`src/rtl/sdc_blk_ctl.sv`:
```
`default_nettype none
// ============================================================================
// Module   : sdc_blk_ctl
// Purpose  : SD card single-block read/write sequencer driving an SPI engine.
//            SDC_BYTE_ADDR_EN selects byte addressing for standard-capacity cards.
// Revision : 1.0 - initial release
// ============================================================================
module sdc_blk_ctl #(
    parameter int RESP_POLLS  = 16,
    parameter int TOKEN_POLLS = 65535
) (
    input  logic        clk,
    input  logic        rst,
    input  logic        go,
    input  logic        wr,
    input  logic [31:0] lba,
    output logic        busy,
    output logic        done,
    output logic [2:0]  err,
    output logic [31:0] rd_word,
    output logic        rd_valid,
    input  logic [31:0] wr_word,
    output logic        wr_req,
    output logic        ss_n,
    output logic        spi_fast,
    output logic        spi_start,
    output logic [31:0] spi_dataTx,
    input  logic [31:0] spi_dataRx,
    input  logic        spi_rdy
);

    localparam logic [3:0] c_IDLE   = 4'd0;
    localparam logic [3:0] c_CMD    = 4'd1;
    localparam logic [3:0] c_R1     = 4'd2;
    localparam logic [3:0] c_TOKEN  = 4'd3;
    localparam logic [3:0] c_RDATA  = 4'd4;
    localparam logic [3:0] c_RCRC   = 4'd5;
    localparam logic [3:0] c_WGAP   = 4'd6;
    localparam logic [3:0] c_WTOKEN = 4'd7;
    localparam logic [3:0] c_WDATA  = 4'd8;
    localparam logic [3:0] c_WCRC   = 4'd9;
    localparam logic [3:0] c_WRESP  = 4'd10;
    localparam logic [3:0] c_WBUSY  = 4'd11;
    localparam logic [3:0] c_DESEL  = 4'd12;
    localparam logic [3:0] c_DONE   = 4'd13;

    localparam logic [1:0] c_P_LOAD   = 2'd0;
    localparam logic [1:0] c_P_ISSUE  = 2'd1;
    localparam logic [1:0] c_P_SETTLE = 2'd2;
    localparam logic [1:0] c_P_WAIT   = 2'd3;

    localparam logic [15:0] c_RESP_LIM  = 16'(RESP_POLLS);
    localparam logic [15:0] c_TOKEN_LIM = 16'(TOKEN_POLLS);

    logic [3:0]  r_state;
    logic [1:0]  r_phase;
    logic [15:0] r_cnt;
    logic [6:0]  r_wcnt;
    logic        r_wr;
    logic [31:0] r_lba;

    logic [31:0] w_arg;
    logic [7:0]  w_rx8;
    logic [15:0] w_cnt_nx;
    logic        w_xfer;
    logic [31:0] w_load_tx;
    logic        w_load_fast;
    logic [3:0]  w_nxt;
    logic        w_seterr;
    logic [2:0]  w_errc;

`ifdef SDC_BYTE_ADDR_EN
    assign w_arg = {r_lba[22:0], 9'b0};
`else
    assign w_arg = r_lba;
`endif

    assign w_rx8    = spi_dataRx[7:0];
    assign w_cnt_nx = r_cnt + 16'd1;
    assign w_xfer   = (r_state != c_IDLE) && (r_state != c_DONE);

    assign spi_start = w_xfer && (r_phase == c_P_ISSUE) && spi_rdy;
    assign wr_req    = spi_start && (r_state == c_WDATA);

    // Transmit word for the transfer about to be issued in the current state.
    always_comb begin
        w_load_tx   = 32'hFFFF_FFFF;
        w_load_fast = 1'b0;
        case (r_state)
            c_CMD: begin
                case (r_cnt[2:0])
                    3'd0:    w_load_tx = {24'hFFFFFF, (r_wr ? 8'h58 : 8'h51)};
                    3'd1:    w_load_tx = {24'hFFFFFF, w_arg[31:24]};
                    3'd2:    w_load_tx = {24'hFFFFFF, w_arg[23:16]};
                    3'd3:    w_load_tx = {24'hFFFFFF, w_arg[15:8]};
                    3'd4:    w_load_tx = {24'hFFFFFF, w_arg[7:0]};
                    default: w_load_tx = {24'hFFFFFF, 8'h01};
                endcase
            end
            c_WTOKEN: w_load_tx = {24'hFFFFFF, 8'hFE};
            c_RDATA:  w_load_fast = 1'b1;
            c_WDATA: begin
                w_load_tx   = wr_word;
                w_load_fast = 1'b1;
            end
            default: ;
        endcase
    end

    // Next state once the current transfer's receive data is available.
    always_comb begin
        w_nxt    = r_state;
        w_seterr = 1'b0;
        w_errc   = 3'd0;
        case (r_state)
            c_CMD: if (r_cnt == 16'd5) w_nxt = c_R1;
            c_R1: begin
                if (!w_rx8[7]) begin
                    if (w_rx8 == 8'h00) begin
                        w_nxt = r_wr ? c_WGAP : c_TOKEN;
                    end else begin
                        w_nxt = c_DESEL; w_seterr = 1'b1; w_errc = 3'd2;
                    end
                end else if (w_cnt_nx == c_RESP_LIM) begin
                    w_nxt = c_DESEL; w_seterr = 1'b1; w_errc = 3'd1;
                end
            end
            c_TOKEN: begin
                if (w_rx8 == 8'hFE) begin
                    w_nxt = c_RDATA;
                end else if (w_rx8 != 8'hFF) begin
                    w_nxt = c_DESEL; w_seterr = 1'b1; w_errc = 3'd4;
                end else if (w_cnt_nx == c_TOKEN_LIM) begin
                    w_nxt = c_DESEL; w_seterr = 1'b1; w_errc = 3'd3;
                end
            end
            c_RDATA:  if (r_wcnt == 7'd127) w_nxt = c_RCRC;
            c_RCRC:   if (r_cnt == 16'd1) w_nxt = c_DESEL;
            c_WGAP:   w_nxt = c_WTOKEN;
            c_WTOKEN: w_nxt = c_WDATA;
            c_WDATA:  if (r_wcnt == 7'd127) w_nxt = c_WCRC;
            c_WCRC:   if (r_cnt == 16'd1) w_nxt = c_WRESP;
            c_WRESP: begin
                if ((w_rx8 & 8'h1F) == 8'h05) begin
                    w_nxt = c_WBUSY;
                end else begin
                    w_nxt = c_DESEL; w_seterr = 1'b1; w_errc = 3'd5;
                end
            end
            c_WBUSY: begin
                if (w_rx8 != 8'h00) begin
                    w_nxt = c_DESEL;
                end else if (w_cnt_nx == c_TOKEN_LIM) begin
                    w_nxt = c_DESEL; w_seterr = 1'b1; w_errc = 3'd6;
                end
            end
            c_DESEL: w_nxt = c_DONE;
            default: ;
        endcase
    end

    always_ff @(posedge clk or posedge rst) begin
        if (rst) begin
            r_state    <= c_IDLE;
            r_phase    <= c_P_LOAD;
            r_cnt      <= 16'd0;
            r_wcnt     <= 7'd0;
            r_wr       <= 1'b0;
            r_lba      <= 32'd0;
            busy       <= 1'b0;
            done       <= 1'b0;
            err        <= 3'd0;
            rd_word    <= 32'd0;
            rd_valid   <= 1'b0;
            ss_n       <= 1'b1;
            spi_fast   <= 1'b0;
            spi_dataTx <= 32'hFFFF_FFFF;
        end else begin
            done     <= 1'b0;
            rd_valid <= 1'b0;
            case (r_state)
                c_IDLE: begin
                    if (go) begin
                        r_wr    <= wr;
                        r_lba   <= lba;
                        err     <= 3'd0;
                        busy    <= 1'b1;
                        ss_n    <= 1'b0;
                        r_state <= c_CMD;
                        r_phase <= c_P_LOAD;
                        r_cnt   <= 16'd0;
                        r_wcnt  <= 7'd0;
                    end
                end
                c_DONE: r_state <= c_IDLE;
                default: begin
                    case (r_phase)
                        c_P_LOAD: begin
                            spi_dataTx <= w_load_tx;
                            spi_fast   <= w_load_fast;
                            r_phase    <= c_P_ISSUE;
                        end
                        c_P_ISSUE:  if (spi_rdy) r_phase <= c_P_SETTLE;
                        c_P_SETTLE: r_phase <= c_P_WAIT;
                        default: begin
                            if (spi_rdy) begin
                                r_phase <= c_P_LOAD;
                                if (w_nxt != r_state) begin
                                    r_state <= w_nxt;
                                    r_cnt   <= 16'd0;
                                end else begin
                                    r_cnt   <= w_cnt_nx;
                                end
                                if (w_seterr) err <= w_errc;
                                if (w_nxt == c_DESEL) ss_n <= 1'b1;
                                if (w_nxt == c_DONE) begin
                                    done <= 1'b1;
                                    busy <= 1'b0;
                                end
                                if (r_state == c_RDATA) begin
                                    rd_word  <= spi_dataRx;
                                    rd_valid <= 1'b1;
                                end
                                if ((r_state == c_RDATA) || (r_state == c_WDATA))
                                    r_wcnt <= r_wcnt + 7'd1;
                            end
                        end
                    endcase
                end
            endcase
        end
    end

endmodule
`default_nettype wire
```
`config.mk`:
```
export PLATFORM = sky130hd
export DESIGN_NAME = sdc_blk_ctl
export DESIGN_NICKNAME = d
export VERILOG_FILES = /design/src/rtl/sdc_blk_ctl.sv
export SDC_FILE = /design/constraint.sdc
export NUM_CORES = 1
export LEC_CHECK = 0
export ABC_AREA = 1
export BUFFER_PORTS_ARGS = -buffer_cell sky130_fd_sc_hd__buf_2
export CAP_MARGIN = 20
export CORE_MARGIN = 2
export CORE_UTILIZATION = 58
export CTS_BUF_LIST = sky130_fd_sc_hd__clkbuf_16
export DETAILED_ROUTE_END_ITERATION = 10
export GPL_TIMING_DRIVEN = 0
export PLACE_DENSITY = 0.86
export SLEW_MARGIN = 20
export SYNTH_ARGS = -nofsm -noshare
export SYNTH_HDL_FRONTEND = slang
export SYNTH_SLANG_ARGS = --single-unit
```
`constraint.sdc`:
```
create_clock -name clk -period 8.1 [get_ports clk]
set_clock_uncertainty 0.15 [all_clocks]
set_input_delay 0.405 -clock clk [delete_from_list [all_inputs] [get_ports clk]]
set_output_delay 0.405 -clock clk [all_outputs]
set_load 0.05 [all_outputs]
```
Word level (Yosys, flattened, before mapping)

Cells that the tools add are included.

Register bits: 134
Input port bits: 101
Output and inout bits: 74

$add $sub $neg: 2
Eq/ne operators: 35
Multiplexer cells: 81
Bitwise logic cells: 3
Reduce and logical (&&, ||, !) cells: 32

Operators with widths:

| cell                                                              | count |
|---|---|
| 32-bit one-hot mux with 3 select lines                            | 1 |
| 4-bit 2-to-1 mux                                                  | 17 |
| 16-bit 2-to-1 mux                                                 | 4 |
| 4-bit one-hot mux with 12 select lines                            | 1 |
| 8-bit one-hot mux with 5 select lines                             | 1 |
| 3-bit 2-to-1 mux                                                  | 12 |
| 4-bit == test (second input constant)                             | 8 |
| 16-bit one-hot mux with 2 select lines                            | 1 |
| 7-bit 2-to-1 mux                                                  | 4 |
| 1-bit 2-to-1 mux                                                  | 26 |
| 5-bit AND reduction                                               | 4 |
| 16-bit by 1-bit adder with 16-bit output (second input constant)  | 1 |
| 16-bit by 1-bit == test with 1-bit output (second input constant) | 1 |
| 16-bit == test (second input constant)                            | 1 |
| 16-bit by 3-bit == test with 1-bit output (second input constant) | 1 |
| 16-bit by 5-bit == test with 1-bit output (second input constant) | 1 |
| 4-bit by 3-bit == test with 1-bit output (second input constant)  | 4 |
| 4-bit AND reduction                                               | 4 |
| 7-bit one-hot mux with 2 select lines                             | 1 |
| 3-bit one-hot mux with 4 select lines                             | 1 |
| 2-bit 2-to-1 mux                                                  | 5 |
| 2-bit nonzero test                                                | 5 |
| 4-bit by 2-bit == test with 1-bit output (second input constant)  | 2 |
| 8-bit == test (second input constant)                             | 1 |
| 35 further kinds                                                  | 46 |

Longest topological paths before layout

Depth after elaboration: 11
Depth in mapped cells: 22

Worst setup path before layout

No wires, ideal clock.

Path kind: reg-to-output
Start: register r_state[3]
End: output wr_req
Data arrival time: 2.564 ns
Data required time: 7.545 ns
Path slack: 4.981 ns
Stages on the path, launching flop included: 6
Path buffers: 1
Cell sequence: dfrtp_1 inv_1 nor2_2 nand2_1 clkbuf_1 nor4_1

Cells in the longest elaborated chain, start to end: 5
Elaborated cells on any way between the ends: 7

RTL lines:

| element                                             | line | text |
|---|---|---|
| start: declaration                                  | 55   | `logic [3:0] r_state;` |
| start signal: assignment                            | 164  | `r_state <= c_IDLE;` |
| start signal: assignment                            | 189  | `r_state <= c_CMD;` |
| start signal: assignment                            | 195  | `c_DONE: r_state <= c_IDLE;` |
| 4-bit != test or 4-bit nonzero test (tied branches) | 80   | `assign w_xfer = (r_state != c_IDLE) && (r_state != c_DONE);` |
| 1-bit logical AND                                   | 80   |  |
| 1-bit logical AND (2 in series)                     | 82   | `assign spi_start = w_xfer && (r_phase == c_P_ISSUE) && spi_rdy;` |
| 1-bit logical AND *                                 | 83   | `assign wr_req = spi_start && (r_state == c_WDATA);` |
| end: declaration                                    | 23   | `output logic wr_req,` |

Every way passes the cells marked *; elsewhere a longest branch is shown, timed or not.

Worst setup path in the final report

Start: register r_state[1]
End: register rd_word[11]

Cells in the longest elaborated chain, start to end: 4
Elaborated cells on any way between the ends: 6

RTL lines:

| element                                            | line | text |
|---|---|---|
| 4-bit == test or 4-bit logical NOT (tied branches) | 181  | `case (r_state)` |
| 2-bit OR reduction (no source line)                | n/a  |  |
| 1-bit inverter (no source line)                    | n/a  |  |
| 4-bit AND reduction (no source line) *             | n/a  |  |
| end signal: assignment                             | 221  | `rd_word <= spi_dataRx;` |
| end: declaration                                   | 20   | `output logic [31:0] rd_word,` |

Marks and branches as above.
A chain may end at the register's enable or synchronous reset.

==> flow_summary.yaml <==
run_status:
  outcome: "completed"
clocking:
  cts-root-to-sink-buffers: 2
  clock-root-buffer: "sky130_fd_sc_hd__clkbuf_16"
  cts_h_tree_lvls: 4
  cts_made_buffers: 17
  postCtsResizedCells: 0
  cts.sinks: 134
  clkLatencyLatePin_ns: 0.43
  clk_pin_slew_worst_paths_ns: 0.06
  tritoncts: "built"
sta:
  finalWorstPathRequiredPeriod_ns: 3.21
  post-route-worst-setup-slack_ns: 4.89
  max_slew.worst_pin.slew_ns: 0.642
  rsz0062_at_grt: "false"
  drv_slew: 0
  maxClockFrequency_mhz: 312
  hold_viol: 0
  period_share_pct: 39.6
  setup_total_negative_slack_ns: 0
  timing.max_slew.rel_slack_pct: 57.0
  whs_ns: 0.0249
  setup_viol: 0
setup_path:
  critical_path.cell_chain: "nor2_2 -> nand2_1 -> inv_1 -> nor2_1 -> nor2_1 -> nand2_1 -> nor2_2 -> inv_1 -> nor2_2 -> inv_1 -> clkbuf_1 -> nand2_1 -> nand2_1"
  worstPathMaxFanout: 10
  critical_path.max_stage_delay_ns: 0.48
  worst_setup_path_start_kind: "flop"
  crit_path_end_kind: "flop"
  critical_path.reg2reg.startpoint: "r_state[1]"
  rr_worst_depth: 13
  critical_path_arrival_ns: 3.37
  cpMostUsedCell: "sky130_fd_sc_hd__nand2_1"
  worst_setup_path_endpoint: "rd_word[11]"
  critical_path.reg2reg.endpoint: "rd_word[11]"
  ff2ff_setup_slack_ns: 4.89
  worst-path-buf-inv: 4
  crit_path_top_delay_cell: "sky130_fd_sc_hd__dfrtp_1"
  critical_path_depth: 13
  critical-path-top-delay-family: "simple AND/OR/NAND/NOR gates"
  timing.critical_path.from: "r_state[1]"
  timing.critical_path.required_ns: 8.26
  critPathKind: "flop to flop"
synthesis:
  synth.ff_latch_count: 134
  mappedNetlistNets: 1036
  seq_area_frac_synth_pct: 49.0
  mappedNetlistArea_mm2: 0.00693
  prevailing_post_synth_register_cell: "sky130_fd_sc_hd__dfrtp_1"
  synth.yosys.warnings: 0
  syn_avg_cell_area_um2: 7.50
  postSynthCellCount: 924
  synthDistinctLibCells: 39
  synth_enable_flop_cells: 0
  share_of_flip_flops_with_an_asynchronous_set_or_reset_pct: 100
power:
  total_power_draw_mw: 3.51
  power.ir.vdd_worst_mv: 0.306
  power.density_cell_area_mw_per_mm2: 408
  leakagePower_nw: 4.58
min_path:
  min-delay-path-class: "primary input to flop"
  holdPathStages: 3
  worstHoldStart: "spi_dataRx[24]"
global_route:
  first_global_vias: 6603
  antenna_found_initial: 0
  grt.total_usage_pct: 30.4
  gr-total-overflow: 0
  pin_count_of_the_biggest_net_entering_global_routing: 75
  grt_first_pass_wirelength_mm: 30.8
place:
  place_congestion: 0.964
  dpl_cell_area_mm2: 0.00801
  placement.io_buffers: 173
  detailed_place_hpwl_mm: 13.5
  place_ws_ns: 5.00
floorplanning:
  floorplan.die.width_um: 113
  area_of_the_die_mm2: 0.0128
  floorplan.io_pins: 175
  die_height_um: 113
  design.core.area_mm2: 0.0115
  initial_utilization_pct: 60.1
  floorplan.rows: 39
detailed_routing:
  drt.antenna.violating_nets: 0
  detail_route.first_pass.iterations: 5
  route.detailed.drc: 0
  overall_via_count_from_detail_route: 6922
  routed_wirelength_mm: 18.8
  wire_per_inst_um: 14.8
  routed_via_density: 5.43
  drt_first_iter_violations: 605
finish:
  diodes: 0
  n_fill_cell: 854
  final_nets: 1230
  stdcell_area_mm2: 0.00861
  area_growth_syn_to_layout_pct: 24.2
  layout-drive-gt1-share_pct: 23.4
job:
  drv_cap: 0
[what timing repair did]
item | CTS | global route
endpoints found under the hold margin | 56 | 0
hold buffers | 1 | 0
buffers inserted | 0 | 0
endpoints found under the setup margin | 0 | 0
[cell families after synthesis]
kind of cell	count (synthesis)	share of synthesized area, %
AOI/OAI and AO/OA	109	9.01
adders and majority gates	11	1.99
buffers and inverters	122	6.85
DFF	134	49.0
and+or+nand+nor	548	33.1
[stage by stage]
step	cells	utilization [%]
final	1274	74.7
after global routing	1274	74.7
after CTS	1274	74.7
after detailed placement	1241	69.5
after global placement	1240	69.2
after floorplan	924	-
[flip-flops by register name, indices dropped and copies added, names as in the netlist]
register and count:
busy 1, r_wcnt 7, r_cnt 16, done 1, r_lba 32, err 3, ss_n 1, spi_fast 1
rd_valid 1, r_phase 2, r_state 4, r_wr 1, rd_word 32, spi_dataTx 32
[where the power goes]
group / switching, mW / total (mW) / internal [mW]
Clock: 0.291 / 0.770 / 0.479
Combinational: 1.23 / 1.63 / 0.397
Sequential: 0.145 / 1.12 / 0.970
[cells in the mapped netlist, types with 2 or more instances]
master / number / area [µm²]
sky130_fd_sc_hd__nand2_1: 354 / 1330
sky130_fd_sc_hd__dfrtp_1: 101 / 2530
sky130_fd_sc_hd__inv_1: 87 / 327
sky130_fd_sc_hd__nor2_1: 73 / 274
sky130_fd_sc_hd__nand3_1: 65 / 325
sky130_fd_sc_hd__o21ai_0: 52 / 260
sky130_fd_sc_hd__dfstp_2: 33 / 867
sky130_fd_sc_hd__clkbuf_1: 22 / 82.6
sky130_fd_sc_hd__nand4_1: 21 / 131
sky130_fd_sc_hd__a21oi_1: 19 / 95.1
sky130_fd_sc_hd__o21ai_1: 15 / 75.1
sky130_fd_sc_hd__ha_1: 11 / 138
sky130_fd_sc_hd__a221oi_1: 9 / 78.8
sky130_fd_sc_hd__nor3_1: 9 / 45.0
sky130_fd_sc_hd__nor2_2: 8 / 50.1
sky130_fd_sc_hd__nand2_2: 6 / 37.5
sky130_fd_sc_hd__buf_2: 4 / 20.0
sky130_fd_sc_hd__clkinv_1: 3 / 11.3
sky130_fd_sc_hd__nand3_2: 3 / 30.0
sky130_fd_sc_hd__nor4_1: 3 / 18.8
sky130_fd_sc_hd__o31ai_1: 3 / 22.5
sky130_fd_sc_hd__a211oi_1: 2 / 15.0
sky130_fd_sc_hd__buf_1: 2 / 7.51
sky130_fd_sc_hd__inv_2: 2 / 7.51
sky130_fd_sc_hd__nor2_4: 2 / 22.5
sky130_fd_sc_hd__o311ai_0: 2 / 17.5
[layout make-up]
| cell class | instances | area (µm²) | area share [%] |
|---|---|---|---|
| tap | 143 | 179 | 2.08 |
| timing repair buffer | 175 | 903 | 10.5 |
| clock inverter | 15 | 164 | 1.90 |
| sequential | 134 | 3390 | 39.4 |
| clock buffer | 17 | 425 | 4.94 |
| multi-input combinational | 668 | 3060 | 35.5 |
| buffer | 30 | 129 | 1.50 |
| inverter | 92 | 353 | 4.10 |
[routing by layer]
layer | GRT usage (%) | up-vias | routed length [µm]
met4 | 12.5 | 0 | 465
met1 | 39.7 | 3219 | 7980
met3 | 6.91 | 45 | 1290
li1 | - | 3358 | -
met2 | 49.2 | 300 | 9060
met5 | 0 | - | 0
[cells in the final DEF, fill, tap and decap left out, types with 5 or more instances in the layout]
cell type / n
sky130_fd_sc_hd__nand2_1: 354
sky130_fd_sc_hd__dfstp_2: 33
sky130_fd_sc_hd__a21oi_1: 19
sky130_fd_sc_hd__ha_1: 11
sky130_fd_sc_hd__nor2_2: 8
sky130_fd_sc_hd__nor3_1: 9
sky130_fd_sc_hd__nand3_1: 65
sky130_fd_sc_hd__clkbuf_1: 22
sky130_fd_sc_hd__dfrtp_1: 101
sky130_fd_sc_hd__clkbuf_16: 17
sky130_fd_sc_hd__clkinv_1: 5
sky130_fd_sc_hd__nor2_1: 73
sky130_fd_sc_hd__o21ai_1: 15
sky130_fd_sc_hd__inv_1: 88
sky130_fd_sc_hd__nand4_1: 21
sky130_fd_sc_hd__nand2_2: 6
sky130_fd_sc_hd__buf_2: 177
sky130_fd_sc_hd__a221oi_1: 9
sky130_fd_sc_hd__o21ai_0: 52
[worst min-delay path: cells and delay by family]
| family | cells | cell delay (ns) |
|---|---|---|
| and+or+nand+nor | 2 | 0.09 |
| buffers and inverters | 1 | 0.07 |
[how the worst min path moves through the flow]
| stage | to |
|---|---|
| after floorplan | r_wcnt[5] |
| after global placement | rd_word[13] |
| after detailed placement | spi_dataTx[7] |
| after CTS | rd_word[24] |
| after global routing | r_lba[20] |
| final | rd_word[24] |
Note: power is estimated with default switching activity, not from simulation.
